## src/rtl/iter_mul_div_unit.sv

```systemverilog
// iter_mul_div_unit
//   Multi-cycle unsigned multiply/divide unit for the EX stage of the RV32
//   pipeline. It computes one bit per cycle: shift-add for MUL/MULHU and
//   restoring division for DIVU/REMU. Its registered result feeds the EX
//   result mux as an extra source.
//
// Ports
//   clk        core clock; all state changes on the rising edge
//   rst        synchronous, active-high reset (priority over flush and start)
//   start      request an operation; sampled only in IDLE or DONE
//   op[1:0]    00 MUL, 01 MULHU, 10 DIVU, 11 REMU
//   rs1[N-1:0] operand A / dividend
//   rs2[N-1:0] operand B / divisor
//   flush      abort the running operation; blocks start in IDLE/DONE
//   busy       high while iterating (state RUN); used by hazard logic to stall
//   done       one-cycle pulse (state DONE); result is valid
//   result     registered result, held until the next operation completes
//   state_dbg  current FSM state, for checkers
//
// Handshake: start is a request with no ready. It is accepted on a rising
// edge where start=1, flush=0 and the state is IDLE or DONE. Acceptance moves
// the FSM to RUN and raises busy. Exactly N cycles later the FSM enters DONE
// for one cycle, and done marks that result is valid.
module iter_mul_div_unit #(
  parameter int N  = 32,
  parameter int CW = 6
) (
  input  logic         clk,
  input  logic         rst,
  input  logic         start,
  input  logic [1:0]   op,
  input  logic [N-1:0] rs1,
  input  logic [N-1:0] rs2,
  input  logic         flush,
  output logic         busy,
  output logic         done,
  output logic [N-1:0] result,
  output logic [1:0]   state_dbg
);

  localparam logic [1:0] S_IDLE = 2'd0;
  localparam logic [1:0] S_RUN  = 2'd1;
  localparam logic [1:0] S_DONE = 2'd2;

  localparam logic [CW-1:0] LAST_ITER = CW'(N - 1);

  logic [1:0]    state_q, state_d;
  logic [CW-1:0] cnt_q, cnt_d;
  logic [1:0]    op_q, op_d;
  // Multiplicand for MUL/MULHU, divisor for DIVU/REMU.
  logic [N-1:0]  opnd_q, opnd_d;
  // Upper product half (multiply) or partial remainder (divide).
  logic [N-1:0]  hi_q, hi_d;
  // Multiplier shifting out / low product shifting in (multiply), or
  // dividend shifting out / quotient shifting in (divide).
  logic [N-1:0]  lo_q, lo_d;
  logic [N-1:0]  result_q, result_d;
  logic          busy_q, done_q;

  logic [N:0]    mul_sum;
  logic [N:0]    div_shift;
  logic          div_ge;
  logic [N:0]    div_rem;
  logic [N-1:0]  it_hi, it_lo;
  logic          accept;

  // One iteration of the selected algorithm.
  always_comb begin
    mul_sum   = {1'b0, hi_q} + {1'b0, (lo_q[0] ? opnd_q : {N{1'b0}})};
    div_shift = {hi_q, lo_q[N-1]};
    div_ge    = (div_shift >= {1'b0, opnd_q});
    div_rem   = div_ge ? (div_shift - {1'b0, opnd_q}) : div_shift;
    if (op_q[1] == 1'b0) begin
      // Carry out of the add becomes the new top bit after the right shift.
      it_hi = mul_sum[N:1];
      it_lo = {mul_sum[0], lo_q[N-1:1]};
    end else begin
      // With a zero divisor every compare succeeds. The quotient then fills
      // with ones and the remainder ends as the dividend, which is the
      // RISC-V divide-by-zero result, so no special case is needed.
      it_hi = div_rem[N-1:0];
      it_lo = {lo_q[N-2:0], div_ge};
    end
  end

  assign accept = start && !flush && ((state_q == S_IDLE) || (state_q == S_DONE));

  always_comb begin
    state_d  = state_q;
    cnt_d    = cnt_q;
    op_d     = op_q;
    opnd_d   = opnd_q;
    hi_d     = hi_q;
    lo_d     = lo_q;
    result_d = result_q;
    case (state_q)
      S_IDLE, S_DONE: begin
        if (accept) begin
          op_d    = op;
          cnt_d   = '0;
          hi_d    = '0;
          state_d = S_RUN;
          if (op[1]) begin
            opnd_d = rs2;
            lo_d   = rs1;
          end else begin
            opnd_d = rs1;
            lo_d   = rs2;
          end
        end else begin
          state_d = S_IDLE;
        end
      end
      S_RUN: begin
        if (flush) begin
          state_d = S_IDLE;
        end else begin
          hi_d  = it_hi;
          lo_d  = it_lo;
          cnt_d = cnt_q + CW'(1);
          if (cnt_q == LAST_ITER) begin
            state_d = S_DONE;
            // MUL and DIVU take the low register; MULHU and REMU take the high one.
            result_d = op_q[0] ? it_hi : it_lo;
          end
        end
      end
      default: state_d = S_IDLE;
    endcase
  end

  always_ff @(posedge clk) begin
    if (rst) begin
      state_q  <= S_IDLE;
      cnt_q    <= '0;
      op_q     <= '0;
      opnd_q   <= '0;
      hi_q     <= '0;
      lo_q     <= '0;
      result_q <= '0;
      busy_q   <= 1'b0;
      done_q   <= 1'b0;
    end else begin
      state_q  <= state_d;
      cnt_q    <= cnt_d;
      op_q     <= op_d;
      opnd_q   <= opnd_d;
      hi_q     <= hi_d;
      lo_q     <= lo_d;
      result_q <= result_d;
      // Flopped straight from the next-state decode so the outputs cannot glitch.
      busy_q   <= (state_d == S_RUN);
      done_q   <= (state_d == S_DONE);
    end
  end

  assign busy      = busy_q;
  assign done      = done_q;
  assign result    = result_q;
  assign state_dbg = state_q;

endmodule

```

## config.mk

```make
export PLATFORM = sky130hd
export DESIGN_NAME = iter_mul_div_unit
export DESIGN_NICKNAME = d
export VERILOG_FILES = /design/src/rtl/iter_mul_div_unit.sv
export SDC_FILE = /design/constraint.sdc
export NUM_CORES = 1
export LEC_CHECK = 0
export CORE_ASPECT_RATIO = 1.1
export CORE_MARGIN = 5
export CORE_UTILIZATION = 63
export CTS_CLUSTER_SIZE = 30
export DETAILED_ROUTE_END_ITERATION = 6
export GPL_TIMING_DRIVEN = 0
export PLACE_DENSITY = 0.88
export SLEW_MARGIN = 30
export SYNTH_ARGS = -nofsm -noshare
export SYNTH_HDL_FRONTEND = slang
export SYNTH_SLANG_ARGS = --single-unit
```

## constraint.sdc

```tcl
create_clock -name clk -period 6.1 [get_ports clk]
set_clock_uncertainty 0.1 [all_clocks]
set_input_delay 1.22 -clock clk [delete_from_list [all_inputs] [get_ports clk]]
set_output_delay 1.22 -clock clk [all_outputs]
set_load 0.005 [all_outputs]
```

==> flow_metrics.env <==
export IMPL_ir_drop_worst_vdd_uv=179
export IMPL_cts_tree="done"
export IMPL_synth_compound_area_share_pct=27.4
export IMPL_synth_adder_area_share_pct=7.85
export IMPL_initial_antenna_violation_count=1
export IMPL_power_density_nw_per_um2=204
export IMPL_critPathMaxStageDelay_ns=0.64
export IMPL_setup_viol=0
export IMPL_setup_worst_path_class="flop to flop"
export IMPL_post_synth_top_count_cell="nor2_1"
export IMPL_final_antenna_diode_count=0
export IMPL_inserted_clock_buffers=17
export IMPL_final_setup_tns_ns=0
export IMPL_fp_dieH_um=148
export IMPL_hold_viol=0
export IMPL_synthSimpleGateAreaFrac_pct=18.6
export IMPL_failed_checks="design-rule violations"
export IMPL_synth_mux_area_fraction_pct=11.0
export IMPL_ys_async_sr_fraction_pct=0
export IMPL_share_of_the_synthesized_area_in_the_top_cell_type_pct=25.8
export IMPL_grt_first_pass_wirelength_um=63000
export IMPL_synth_cell_type_count=75
export IMPL_synth_net_count=1528
export IMPL_post_cts_clock_slew_at_the_launch_and_capture_registers_of_the_worst_setup_and_hold_paths_ns=0.06
export IMPL_detailedRoute_firstIterationViolations=1579
export IMPL_design_portCount=106
export IMPL_ys_top_cells_by_count="nor2_1 (166), dfxtp_1 (140), a21oi_1 (114), nand2_1 (94), mux2i_1 (85)"
export IMPL_grt_total_ovfl=0
export IMPL_worst_path_max_delay_cell="or4_1"
export IMPL_highest_clock_frequency_the_design_can_meet_ghz=0.215
export IMPL_number_of_enable_flip_flop_cells_after_synthesis=0
export IMPL_vias_in_the_first_global_route=11400
export IMPL_syn_instance_count=1391
export IMPL_cts_setup_buffers=0
export IMPL_cts_hold_buffers=0
export IMPL_fp_dieArea_sq_um=20000
export IMPL_clock_root_buffer="clkbuf_16"
export IMPL_wl_um=41700
export IMPL_core_area_sq_um=17000
export IMPL_status="finished, violations left"
export IMPL_dp_hpwl_um=32200
export IMPL_clk_latency_ns=0.44
export IMPL_syn_mean_instance_area_sq_um=7.82
export IMPL_ctsHtreeMaxLevel=4
export IMPL_routed_via_count=12000
export IMPL_synth_xor_area_share_pct=4.11
export IMPL_worstPathRequired_ns=6.36
export IMPL_timing_final_crit_share_pct=76.1
export IMPL_place_detailed_instances=1730
export IMPL_main_combinational_cell_family_by_area_after_synthesis="compound AO/OA/AOI/OAI gates"
export IMPL_gpl_final_weighted_congestion=1.08
export IMPL_die_x_um=135
export IMPL_synth_area_leader_cell="dfxtp_1"
export IMPL_fin_worst_hold_slack_ns=0.363
export IMPL_synth_area_sq_um=10900
export IMPL_worst_setup_start_kind="flop"
export IMPL_crit_path_cell_trace="clkbuf_1, and2_1, ha_1, inv_1, fa_1, nor2b_1, o31ai_1, a211oi_2, nor3_2, a21oi_2, a41oi_2, o21ai_2, a2111oi_0, or4_1, o21ai_1"
export IMPL_post_synth_main_area_contributors="dfxtp_1 (26%), mux2i_1 (7.8%), ha_1 (7.5%)"
export IMPL_warning_count_from_the_yosys_run=0
export IMPL_drive_above_1_share_pct=7.00
export IMPL_cts_sinks=140
export IMPL_worstPathArrival_ns=4.90
export IMPL_min_period_ns=4.64
export IMPL_yosysSeqAreaShare_pct=25.8
export IMPL_synth_ff_latch_count=140
export IMPL_vias_per_cell=6.80
export IMPL_detail_route_first_pass_iterations=7
export IMPL_report_final_slew_viol_count=0
export IMPL_p_leak_nw=5.23
export IMPL_drc=13
export IMPL_max_cap_violations=0
export IMPL_critical_path_max_fanout=10
export IMPL_num_rows=50
export IMPL_synth_flop_cell="dfxtp_1"
export IMPL_route_antenna_remaining_nets=0
export IMPL_min_path_type="flop to flop"
export IMPL_place_port_buffers=104
export IMPL_grt_use_total_pct=40.6
export IMPL_clock_path_buffers=2
export IMPL_max_slew_worst_pin_slew_ns=1.09
export IMPL_grt_setup_unrepaired="false"
export IMPL_grt_max_degree=17
export IMPL_worst_setup_path_end_kind="flop"
export IMPL_post_cts_resize_count=0
export IMPL_post_layout_net_count=1652
export IMPL_final_instance_count_excl_fill=1762
export IMPL_start_util_pct=63.9
export IMPL_layout_area_overhead_vs_synth_pct=17.9
export IMPL_maxSlewHeadroom_pct=27.1
export IMPL_drt_wirelength_per_cell_um=23.7
## final cells by class
cell class              instances  area [sq um]
plain buffers                  94           394
multi-input cells            1110          7500
clock inverters                14           170
well taps                     234           293
flip-flops and latches        140          2800
clock buffers                  18           429
inverters                      47           176
repair buffers                105          1050
fillers                      1311          4200
## worst max-delay path, delay by kind of cell (launching register included)
kind            cells  cell delay, ns
compound gates      7            1.51
fa+ha+maj           2            0.62
buf+inv             2            0.58
flops               1            0.60
simple gates        4            1.15
## flip-flops by register name, summed over array words and instances, names as in the netlist
name       cells
op_q           2
result        32
lo_q          32
state_dbg      2
hi_q          32
busy           1
cnt_q          6
opnd_q        32
done           1
## cell families (layout without fill, tap and decap cells)
logic type | count (synthesis) | count (layout)
compound gates | 448 | 448
simple gates | 430 | 430
buf+inv | 141 | 278
flops | 140 | 140
mux | 114 | 114
fa+ha+maj | 67 | 67
xor+xnor | 51 | 51
## cells in the final DEF, fill, tap and decap left out, types with 5 or more instances in the layout
cell and n:
a211o_1 5, a211oi_1 80, a21o_1 42, a21oi_1 114, a221o_1 5, a22o_1 13, a31oi_1 21, and2_1 39
buf_1 13, buf_2 13, clkbuf_1 65, clkbuf_16 17, clkdlybuf4s50_1 104, dfxtp_1 140, ha_1 65, inv_1 46
mux2_2 27, mux2i_1 85, nand2_1 94, nand2b_1 6, nand3_1 19, nand4_1 12, nor2_1 166, nor2b_1 10
nor3_1 27, nor3b_1 12, nor4_1 11, o211ai_1 11, o21a_1 7, o21ai_0 79, o21ai_1 7, o21bai_1 8
o22ai_1 5, or3_1 13, xnor2_1 33, xor2_1 18
## layer usage
metal / up-vias / wire, um / track usage (%)
li1: 5338 / - / -
met1: 5500 / 15500 / 51.5
met2: 918 / 18200 / 63.0
met3: 223 / 5480 / 10.7
met4: 2 / 2480 / 21.7
met5: - / 49 / 0
## where the power goes
| group | total (mW) | internal [mW] | leakage, nW | switching (mW) |
|---|---|---|---|---|
| registers | 0.985 | 0.947 | 1.14 | 0.0378 |
| logic | 0.544 | 0.213 | 3.80 | 0.331 |
| clock network | 1.08 | 0.643 | 0.283 | 0.438 |
## per-stage QoR
stage	setup WS, ns	area (sq um)	total power, mW	utilization, %
after floorplan	2.76	10900	1.33	-
after global placement	1.68	12200	1.50	71.7
after detailed placement	1.63	12200	1.52	71.8
after CTS	1.58	12800	2.56	75.3
after global routing	1.34	12800	2.66	75.3
final	1.46	12800	2.61	75.3
## final timing paths
check | to | from | cells after the start | slack, ns
max reg2reg | hi_q[31]$_SDFFE_PP0P_ | lo_q[0]$_SDFFE_PP0P_ | 15 | 1.46
max | hi_q[31]$_SDFFE_PP0P_ | lo_q[0]$_SDFFE_PP0P_ | 15 | 1.46
min reg2reg | result[0]$_SDFFE_PP0P_ | result[0]$_SDFFE_PP0P_ | 2 | 0.36
min | result[0]$_SDFFE_PP0P_ | result[0]$_SDFFE_PP0P_ | 2 | 0.36
Power figures use the tool's default switching activity.
